===== config.mk =====
export PLATFORM = sky130hd
export DESIGN_NAME = lsu_stage
export DESIGN_NICKNAME = d
export VERILOG_FILES = /design/src/rtl/lsu_stage.sv
export SDC_FILE = /design/constraint.sdc
export NUM_CORES = 1
export LEC_CHECK = 0
export ABC_AREA = 1
export CELL_PAD_IN_SITES_DETAIL_PLACEMENT = 2
export CELL_PAD_IN_SITES_GLOBAL_PLACEMENT = 2
export CORE_ASPECT_RATIO = 0.9
export CORE_MARGIN = 5
export CORE_UTILIZATION = 27
export CTS_BUF_LIST = sky130_fd_sc_hd__clkbuf_16
export DETAILED_ROUTE_END_ITERATION = 16
export PLACE_DENSITY_LB_ADDON = 0.1
export SLEW_MARGIN = 15
export SYNTH_ARGS = -nofsm -noshare
export SYNTH_HDL_FRONTEND = slang
export SYNTH_SLANG_ARGS = --single-unit

===== constraint.sdc =====
create_clock -name clk -period 14.6 [get_ports clk]
set_input_delay 2.19 -clock clk [delete_from_list [all_inputs] [get_ports clk]]
set_output_delay 2.19 -clock clk [all_outputs]
set_load 0.02 [all_outputs]

===== src/rtl/lsu_stage.sv =====
// Load/store stage between EXU and WB.
// Accepts one instruction per exu_valid/lsu_ready handshake. Non-memory
// instructions and misaligned accesses load the WB output register directly.
// Aligned loads and stores go through a single data-memory transaction
// (REQ -> WAIT). Load data is aligned and extended before it reaches WB.
module lsu_stage #(
  parameter int XLEN   = 64,
  parameter int INST_W = 32
) (
  input  logic              clk,
  input  logic              rst,             // asynchronous, active-low

  // EXU side
  input  logic              exu_valid,
  output logic              lsu_ready,
  input  logic [XLEN-1:0]   ex_pc,
  input  logic [INST_W-1:0] ex_inst,
  input  logic [XLEN-1:0]   ex_alures,
  input  logic [XLEN-1:0]   ex_rs2,
  input  logic              ex_memrd,
  input  logic              ex_memwr,
  input  logic [2:0]        ex_memop,
  input  logic [1:0]        ex_wdata_src,
  input  logic              ex_regwr,

  // WB side
  output logic              lsu_valid,
  input  logic              wb_ready,
  output logic [XLEN-1:0]   wb_pc,
  output logic [INST_W-1:0] wb_inst,
  output logic [XLEN-1:0]   wb_alures,
  output logic [XLEN-1:0]   wb_memout,
  output logic [1:0]        wb_wdata_src,
  output logic              wb_regwr,
  output logic              lsu_misalign,

  // Data-memory bus
  output logic              dmem_req_valid,
  input  logic              dmem_req_ready,
  output logic [XLEN-1:0]   dmem_addr,
  output logic              dmem_wen,
  output logic [XLEN-1:0]   dmem_wdata,
  output logic [7:0]        dmem_wmask,
  input  logic              dmem_rsp_valid,
  input  logic [XLEN-1:0]   dmem_rdata
);

  localparam logic [1:0] ST_IDLE = 2'd0;
  localparam logic [1:0] ST_REQ  = 2'd1;
  localparam logic [1:0] ST_WAIT = 2'd2;

  // ---------------------------------------------------------------------------
  // Helpers
  // ---------------------------------------------------------------------------

  // An access is misaligned when the byte offset is not a multiple of its size.
  function automatic logic misaligned(input logic [2:0] off, input logic [1:0] size);
    logic m;
    case (size)
      2'b00:   m = 1'b0;
      2'b01:   m = off[0];
      2'b10:   m = |off[1:0];
      default: m = |off;
    endcase
    return m;
  endfunction

  // Sign- or zero-extend the low bytes of an already right-aligned load word.
  function automatic logic [XLEN-1:0] load_extend(input logic [XLEN-1:0] raw,
                                                  input logic [2:0]      op);
    logic [XLEN-1:0] r;
    case (op)
      3'b000:  r = {{(XLEN-8){raw[7]}},   raw[7:0]};
      3'b001:  r = {{(XLEN-16){raw[15]}}, raw[15:0]};
      3'b010:  r = {{(XLEN-32){raw[31]}}, raw[31:0]};
      3'b100:  r = {{(XLEN-8){1'b0}},     raw[7:0]};
      3'b101:  r = {{(XLEN-16){1'b0}},    raw[15:0]};
      3'b110:  r = {{(XLEN-32){1'b0}},    raw[31:0]};
      default: r = raw;
    endcase
    return r;
  endfunction

  // ---------------------------------------------------------------------------
  // Registers
  // ---------------------------------------------------------------------------
  logic [1:0]        state_q, state_d;

  // Instruction held for the duration of a bus transaction
  logic [XLEN-1:0]   pc_q;
  logic [INST_W-1:0] inst_q;
  logic [XLEN-1:0]   addr_q;
  logic [XLEN-1:0]   rs2_q;
  logic [2:0]        memop_q;
  logic [1:0]        wdata_src_q;
  logic              regwr_q;
  logic              store_q;

  // WB output register
  logic              lsu_valid_q,  lsu_valid_d;
  logic [XLEN-1:0]   wb_pc_q,      wb_pc_d;
  logic [INST_W-1:0] wb_inst_q,    wb_inst_d;
  logic [XLEN-1:0]   wb_alures_q,  wb_alures_d;
  logic [XLEN-1:0]   wb_memout_q,  wb_memout_d;
  logic [1:0]        wb_src_q,     wb_src_d;
  logic              wb_regwr_q,   wb_regwr_d;
  logic              misalign_q,   misalign_d;

  // ---------------------------------------------------------------------------
  // Handshake and event decode
  // ---------------------------------------------------------------------------
  logic ex_is_mem;
  logic ex_mis;
  logic accept;
  logic capture;
  logic rsp_load;
  logic direct_load;
  logic load_out;

  assign lsu_ready   = (state_q == ST_IDLE) & (~lsu_valid_q | wb_ready);
  assign accept      = exu_valid & lsu_ready;
  assign ex_is_mem   = ex_memrd | ex_memwr;
  assign ex_mis      = misaligned(ex_alures[2:0], ex_memop[1:0]);
  assign capture     = accept & ex_is_mem & ~ex_mis;
  // Responses only count while a transaction is actually outstanding.
  assign rsp_load    = (state_q == ST_WAIT) & dmem_rsp_valid;
  assign direct_load = accept & (~ex_is_mem | ex_mis);
  assign load_out    = rsp_load | direct_load;

  // ---------------------------------------------------------------------------
  // FSM
  // ---------------------------------------------------------------------------

  // Next-state logic for the single-outstanding bus transaction.
  always_comb begin
    // NOTE: every signal assigned in a combinational block gets a default
    // first, so no path leaves it unassigned and no latch is inferred.
    state_d = state_q;
    case (state_q)
      ST_IDLE: if (capture)        state_d = ST_REQ;
      ST_REQ:  if (dmem_req_ready) state_d = ST_WAIT;
      ST_WAIT: if (dmem_rsp_valid) state_d = ST_IDLE;
      default:                     state_d = ST_IDLE;
    endcase
  end

  // State register; reset abandons any transaction in flight.
  always_ff @(posedge clk or negedge rst) begin
    // NOTE: sequential state uses non-blocking assignments so every register
    // samples the pre-edge values regardless of statement order.
    if (!rst) state_q <= ST_IDLE;
    else      state_q <= state_d;
  end

  // Latch the memory instruction on accept.
  always_ff @(posedge clk) begin
    // NOTE: these are pure datapath holding registers, qualified by the FSM,
    // so they carry no reset; nothing observes them before the first capture.
    if (capture) begin
      pc_q        <= ex_pc;
      inst_q      <= ex_inst;
      addr_q      <= ex_alures;
      rs2_q       <= ex_rs2;
      memop_q     <= ex_memop;
      wdata_src_q <= ex_wdata_src;
      regwr_q     <= ex_regwr;
      store_q     <= ex_memwr;
    end
  end

  // ---------------------------------------------------------------------------
  // Bus request
  // ---------------------------------------------------------------------------
  logic [7:0]      size_mask;
  logic [5:0]      byte_shift;
  logic [XLEN-1:0] rdata_aligned;

  assign byte_shift = {addr_q[2:0], 3'b000};

  // Byte-enable pattern for the access size, before shifting into lane.
  always_comb begin
    size_mask = 8'h00;
    case (memop_q[1:0])
      2'b00:   size_mask = 8'h01;
      2'b01:   size_mask = 8'h03;
      2'b10:   size_mask = 8'h0F;
      default: size_mask = 8'hFF;
    endcase
  end

  assign dmem_req_valid = (state_q == ST_REQ);
  assign dmem_addr      = {addr_q[XLEN-1:3], 3'b000};
  assign dmem_wen       = store_q;
  assign dmem_wdata     = rs2_q << byte_shift;
  assign dmem_wmask     = size_mask << addr_q[2:0];
  assign rdata_aligned  = dmem_rdata >> byte_shift;

  // ---------------------------------------------------------------------------
  // WB output register
  // ---------------------------------------------------------------------------

  // Select the source of the next WB result: bus response or EXU directly.
  always_comb begin
    wb_pc_d     = ex_pc;
    wb_inst_d   = ex_inst;
    wb_alures_d = ex_alures;
    wb_memout_d = '0;
    wb_src_d    = ex_wdata_src;
    wb_regwr_d  = ex_regwr & ~(ex_is_mem & ex_mis);
    misalign_d  = ex_is_mem & ex_mis;
    if (rsp_load) begin
      wb_pc_d     = pc_q;
      wb_inst_d   = inst_q;
      wb_alures_d = addr_q;
      wb_memout_d = store_q ? '0 : load_extend(rdata_aligned, memop_q);
      wb_src_d    = wdata_src_q;
      wb_regwr_d  = regwr_q;
      misalign_d  = 1'b0;
    end
  end

  assign lsu_valid_d = load_out | (lsu_valid_q & ~wb_ready);

  // Output register: loads a new result, otherwise holds for WB.
  always_ff @(posedge clk or negedge rst) begin
    if (!rst) begin
      lsu_valid_q <= 1'b0;
      wb_pc_q     <= '0;
      wb_inst_q   <= '0;
      wb_alures_q <= '0;
      wb_memout_q <= '0;
      wb_src_q    <= '0;
      wb_regwr_q  <= 1'b0;
      misalign_q  <= 1'b0;
    end else begin
      lsu_valid_q <= lsu_valid_d;
      if (load_out) begin
        wb_pc_q     <= wb_pc_d;
        wb_inst_q   <= wb_inst_d;
        wb_alures_q <= wb_alures_d;
        wb_memout_q <= wb_memout_d;
        wb_src_q    <= wb_src_d;
        wb_regwr_q  <= wb_regwr_d;
        misalign_q  <= misalign_d;
      end
    end
  end

  assign lsu_valid    = lsu_valid_q;
  assign wb_pc        = wb_pc_q;
  assign wb_inst      = wb_inst_q;
  assign wb_alures    = wb_alures_q;
  assign wb_memout    = wb_memout_q;
  assign wb_wdata_src = wb_src_q;
  assign wb_regwr     = wb_regwr_q;
  assign lsu_misalign = misalign_q;

endmodule


==> results_dict.tcl, run 1 <==
set metrics [dict create \
    tightestPinTransition_ns 1.20 \
    grt_overflow 0 \
    cpMostUsedCell "inv_1" \
    rrSetupSlack_ns 9.52 \
    critical_path.n_buffers_inverters 5 \
    drtAntennaViolNets 0 \
    final.setup.tns_ns 0 \
    finalHoldViolCount 0 \
    timing.hold.ws_ns 0.476 \
    cts_tree "yes" \
    port_buffers 666 \
    cp_max_fo 78 \
    hold_path.startpoint "wb_memout[47]$_DFFE_PN0P_" \
    cp_cell_sequence "buf_4 -> inv_4 -> nor2_2 -> inv_1 -> o22ai_1 -> inv_1 -> o21ai_0 -> clkdlybuf4s50_1" \
    netlist_instances 2682 \
    dp_hpwl_mm 75.0 \
    r2r-end "wb_memout[63]$_DFFE_PN0P_" \
    numCtsBuffers 55 \
    grt_pass1_wl_mm 152 \
    vias 20600 \
    ys_warn_count 0 \
    core_um2 81100 \
    cts_hold_buf 0 \
    drive_gt1_share_pct 3.39 \
    startpoint_type "flop" \
    ys_seq_elements 462 \
    die_w_um 312 \
    r2r_start "addr_q[1]$_DFFE_PP_" \
    grt_max_degree 163 \
    syn_area_um2 22100 \
    path_clk_slew_ns 0.06 \
    syn2layout_area_growth_pct 39.6 \
    drtPass1Iterations 5 \
    io_pins 670 \
    pwr_density_cell_nw_per_um2 161 \
    die-area_um2 87700 \
    hold_path_class "reg2reg" \
    start_util_pct 27.3 \
    cpPeakStageDelay_ns 0.72 \
    path_class "reg2out" \
    cp-end-kind "output pin" \
    grt_antenna_before_repair 24 \
    die-height_um 282 \
    drt-total-wl_mm 104 \
    synth_area_leaders "edfxtp_1, dfrtp_1, nand2_1" \
    yosysTopAreaCell "edfxtp_1" \
    routabilityCongestion 0.875 \
    slew_headroom_pct 20.1 \
    post-cts-setup-buffers 0 \
    place_ws_ns 8.44 \
    grtUsageTotal_pct 22.9 \
    slew_violations 0 \
    crit_family "buffers and inverters" \
    fin_worst_skew_ns 0.0211 \
    clock_sinks 462 \
    grt_pass1_vias 22900 \
    setup_ws_ns 7.87 \
    worstPathArrival_ns 4.54 \
    fmax_mhz 148 \
    cts_resized 0 \
    wl_per_cell_um 24.0 \
    synth_top_cell_area_share_pct 31.4 \
    insertion_delay_ns 0.63 \
    hold_path_depth 2 \
    drc 0 \
    ff2ff_path_depth 10 \
    cp.required_ns 12.41 \
    htreeDepth 2 \
    synth_area_per_cell_um2 8.25 \
    min_period_over_period_pct 46.1 \
    num_rows 99 \
    drtIter0Drc 1155 \
    setup_viol 0 \
    rsz0062_at_grt "false" \
    slowest_stage "buf_4" \
    cts.path.max_buffers 3 \
    yosysUniqueCellTypes 32 \
    drv_cap 0 \
    leakagePower_nw 13.9 \
    hold-path-endpoint "wb_memout[47]$_DFFE_PN0P_" \
    root_buffer "clkbuf_16" \
    via_per_inst 4.77 \
    period_needed_ns 6.73 \
    fin_util_pct 38.0 \
    status "completed" \
    ys_seq_area_share_pct 57.5 \
    peakVddDrop_v 0.0000911 \
    layout.nets 3501 \
]
[cell usage in the layout (no fill, tap or decap), types with 31 or more instances in the layout]
master           Yosys  layout
clkbuf_16            0      57
inv_1               57      71
a21oi_1             43      43
nand2_1           1464    1463
dfrtp_1            231     231
edfxtp_1           231     231
clkdlybuf4s50_1      0     665
o21ai_0            111     111
o21ai_1             31      31
nand3_1            161     161
nor2_1              52      51
[cell usage after synthesis (all sizes together)]
master and n:
or2 1, a21o 1, o22ai 8, nand2 1464, conb 1, inv 64, nor3 3, dfrtp 231
a31oi 1, a211oi 1, clkinv 1, nor2 55, edfxtp 231, o31ai 2, o211ai 18, o32ai 1
nand3 162, clkbuf 67, o21bai 1, buf 161, o21ai 142, a21oi 44, mux2i 22
[how the worst max path moves through the flow]
stage                                 end  slack, ns                 from  depth (start not counted)
floorplan             addr_q[0]$_DFFE_PP_       1.20             wb_ready                          4
global placement    wb_pc[51]$_DFFE_PN0P_       8.53       dmem_rsp_valid                         10
detailed placement  wb_pc[39]$_DFFE_PN0P_       8.44       dmem_rsp_valid                         10
CTS                        dmem_wdata[53]       7.79  addr_q[1]$_DFFE_PP_                          8
global route               dmem_wdata[53]       7.60  addr_q[1]$_DFFE_PP_                          8
finish                     dmem_wdata[53]       7.87  addr_q[1]$_DFFE_PP_                          8
[sequential cells by signal (all words and copies together), names as in the netlist, 2 cells and up]
| signal | count |
|---|---|
| wb_alures | 64 |
| wdata_src_q | 2 |
| state_q | 2 |
| wb_inst | 32 |
| rs2_q | 64 |
| wb_memout | 64 |
| wb_wdata_src | 2 |
| memop_q | 3 |
| addr_q | 64 |
| wb_pc | 64 |
| inst_q | 32 |
| pc_q | 64 |
[where the power goes]
group	internal [mW]	switching (mW)
registers	1.67	0.175
clock network	0.739	0.584
logic	0.706	1.09
[stage by stage]
step / std cells / area, µm² / power, mW
floorplan: 2684 / 22100 / 2.71
global placement: 4202 / 29100 / 3.65
detailed placement: 4202 / 29100 / 3.69
CTS: 4305 / 30800 / 5.06
global route: 4317 / 30900 / 5.24
finish: 4324 / 30900 / 4.96
[worst reg2reg max path, stage by stage, from the launching register on]
cell and delay [ns]:
edfxtp_1 0.36, buf_4 0.40, inv_4 0.63, buf_4 0.78
nand3_1 0.26, nand3_1 0.17, nand2_1 0.11, nand2_1 0.66
nand2_1 0.95, o21ai_0 0.54, nand2_1 0.10
[final cells by class]
| cell class | instances | area, µm² |
|---|---|---|
| fill | 9006 | 50300 |
| sequential | 462 | 12700 |
| multi-input combinational | 1929 | 7980 |
| timing repair buffer | 686 | 6850 |
| clock buffer | 57 | 1430 |
| tap | 1060 | 1330 |
| clock inverter | 46 | 269 |
| inverter | 65 | 254 |
| antenna | 19 | 47.5 |
[logic make-up after synthesis]
group	Yosys count	share of synthesized area, %
compound gates	219	5.30
buf+inv	293	6.54
flops	462	57.5
mux	22	0.996
other cells	1	0.0170
simple gates	1685	29.6
[routing by layer]
metal / up-vias / wire length [µm] / GRT usage [%]
li1: 9583 / - / -
met1: 10400 / 42300 / 27.3
met2: 482 / 51900 / 40.3
met3: 147 / 6410 / 6.13
met4: 10 / 3170 / 7.61
met5: - / 56 / 0
Note: power is estimated with default switching activity, not from simulation.
==> run 2, diff against run 1 <==
==> constraint.sdc (replaced) <==
create_clock -name clk -period 6.9 [get_ports clk]
set_input_delay 1.035 -clock clk [delete_from_list [all_inputs] [get_ports clk]]
set_output_delay 1.035 -clock clk [all_outputs]
set_load 0.02 [all_outputs]
==> run 2 against run 1 <==
  * Flip-flop and latch count is the same
  * Register-to-register slack got worse by 7.0 ns
  * Critical path depth down 3
  * Hold slack got worse by 0.047 ns
  * Critical endpoint is now dmem_wdata[58]
  * Largest power group unchanged
  * Count of clock-buffer cells in the layout down 2
  * Power up 110%
  * Design area barely moved
  * Global-route usage grew 0.13 points
  * Cell count about the same
  * Sequential share of layout area barely moved
==> results_dict.tcl, run 2 (synthesis results as in run 1) <==
set metrics [dict create \
    drive_gt1_share_pct 3.23 \
    drt-total-wl_mm 105 \
    drc 0 \
    tightestPinTransition_ns 1.39 \
    fin_util_pct 38.1 \
    htreeDepth 2 \
    fin_cells 4322 \
    drtPass1Iterations 5 \
    worstPathArrival_ns 3.89 \
    peakVddDrop_v 0.000184 \
    cts_tree "yes" \
    numCtsBuffers 55 \
    top_layer "met5" \
    wl_met1_mm 42.3 \
    slew_violations 0 \
    slew_headroom_pct 7.23 \
    cp.required_ns 5.86 \
    syn2layout_area_growth_pct 39.6 \
    dr_wl_met2_mm 52.6 \
    leakagePower_nw 13.9 \
    vias 20700 \
    dp_cells 4203 \
    grt_antenna_before_repair 29 \
    grtUsageTotal_pct 23.0 \
    post-cts-setup-buffers 0 \
    io_pins 670 \
    path_clk_slew_ns 0.06 \
    dp_hpwl_mm 75.4 \
    cpPeakStageDelay_ns 0.95 \
    path_class "reg2out" \
    drtIter0Drc 1003 \
    setup_viol 0 \
    cts_hold_buf 0 \
    post_dp_cell_area_um2 29200 \
    cpMostUsedCell "o21ai_0" \
    fmax_mhz 203 \
    hold_path_class "in2async" \
    power_mw 10.5 \
    cp-end-kind "output pin" \
    cp_cell_sequence "buf_12 -> o21ai_0 -> o21ai_0 -> o21ai_0 -> clkdlybuf4s50_1" \
    clock_sinks 462 \
    die_w_um 312 \
    root_buffer "clkbuf_16" \
    routed-wl-met3_mm 6.87 \
    timing.hold.ws_ns 0.429 \
    grt_max_degree 188 \
    fin_worst_skew_ns 0.0370 \
    startpoint "addr_q[0]$_DFFE_PP_" \
    num_rows 99 \
    final_cell_mix "nand2_1, clkdlybuf4s50_1, edfxtp_1, dfrtp_1, nand3_1" \
    min_period_over_period_pct 71.4 \
    layout.nets 3502 \
    core_um2 81100 \
    drv_cap 0 \
    final.setup.tns_ns 0 \
    status "completed" \
    setup_ws_ns 1.98 \
    final_common_cell "nand2_1" \
    startpoint_type "flop" \
    cts_resized 0 \
    drtAntennaViolNets 0 \
    period_needed_ns 4.92 \
    wl_per_cell_um 24.2 \
    grt_pass1_wl_mm 154 \
    start_util_pct 27.3 \
    slowest_stage "edfxtp_1" \
    r2r_start "addr_q[1]$_DFFE_PP_" \
    rsz0062_at_grt "false" \
    grt_overflow 0 \
    final_area_um2 30900 \
    port_buffers 666 \
    insertion_delay_ns 0.63 \
    routabilityCongestion 0.897 \
    finalHoldViolCount 0 \
    die-area_um2 87700 \
    grt_pass1_vias 23100 \
    place_ws_ns 2.57 \
    cts.path.max_buffers 3 \
    cp_max_fo 125 \
    pwr_density_cell_nw_per_um2 339 \
    die-height_um 282 \
    via_per_inst 4.80 \
]
## run 2: area by class of cell
| type | count | area (µm²) |
|---|---|---|
| multi-input combinational | 1929 | 7980 |
| clock buffer | 55 | 1380 |
| sequential | 462 | 12700 |
| fill | 9023 | 50200 |
| antenna | 16 | 40.0 |
| tap | 1060 | 1330 |
| timing repair buffer | 687 | 6900 |
| clock inverter | 48 | 284 |
| inverter | 65 | 256 |
## run 2: metal layers
layer | global-route usage (%) | up-vias
li1 | - | 9571
met1 | 27.4 | 10500
met2 | 40.9 | 483
met3 | 6.57 | 150
met4 | 6.41 | 24
met5 | 0 | -
## run 2: worst paths after layout
path | to | slack (ns) | cells past startpoint
setup / recovery | dmem_wdata[58] | 1.98 | 5
hold / removal | wb_memout[0]$_DFFE_PN0P_ | 0.43 | 1
setup reg to reg | wb_memout[36]$_DFFE_PN0P_ | 2.51 | 11
hold reg to reg | wb_regwr$_DFFE_PN0P_ | 0.48 | 2
max in group asynchronous | wb_alures[2]$_DFFE_PN0P_ | 5.01 | 2
min in group clk | wb_regwr$_DFFE_PN0P_ | 0.48 | 2
## run 2: power by group
part	internal, mW	switching, mW
Sequential	3.54	0.356
Clock	1.49	1.24
Combinational	1.50	2.33
## run 2: critical path, delay by kind of cell (launching register included)
family	cells	cell delay (ns)
AOI/OAI and AO/OA	3	1.10
buffers and inverters	2	1.08
DFF	1	0.95
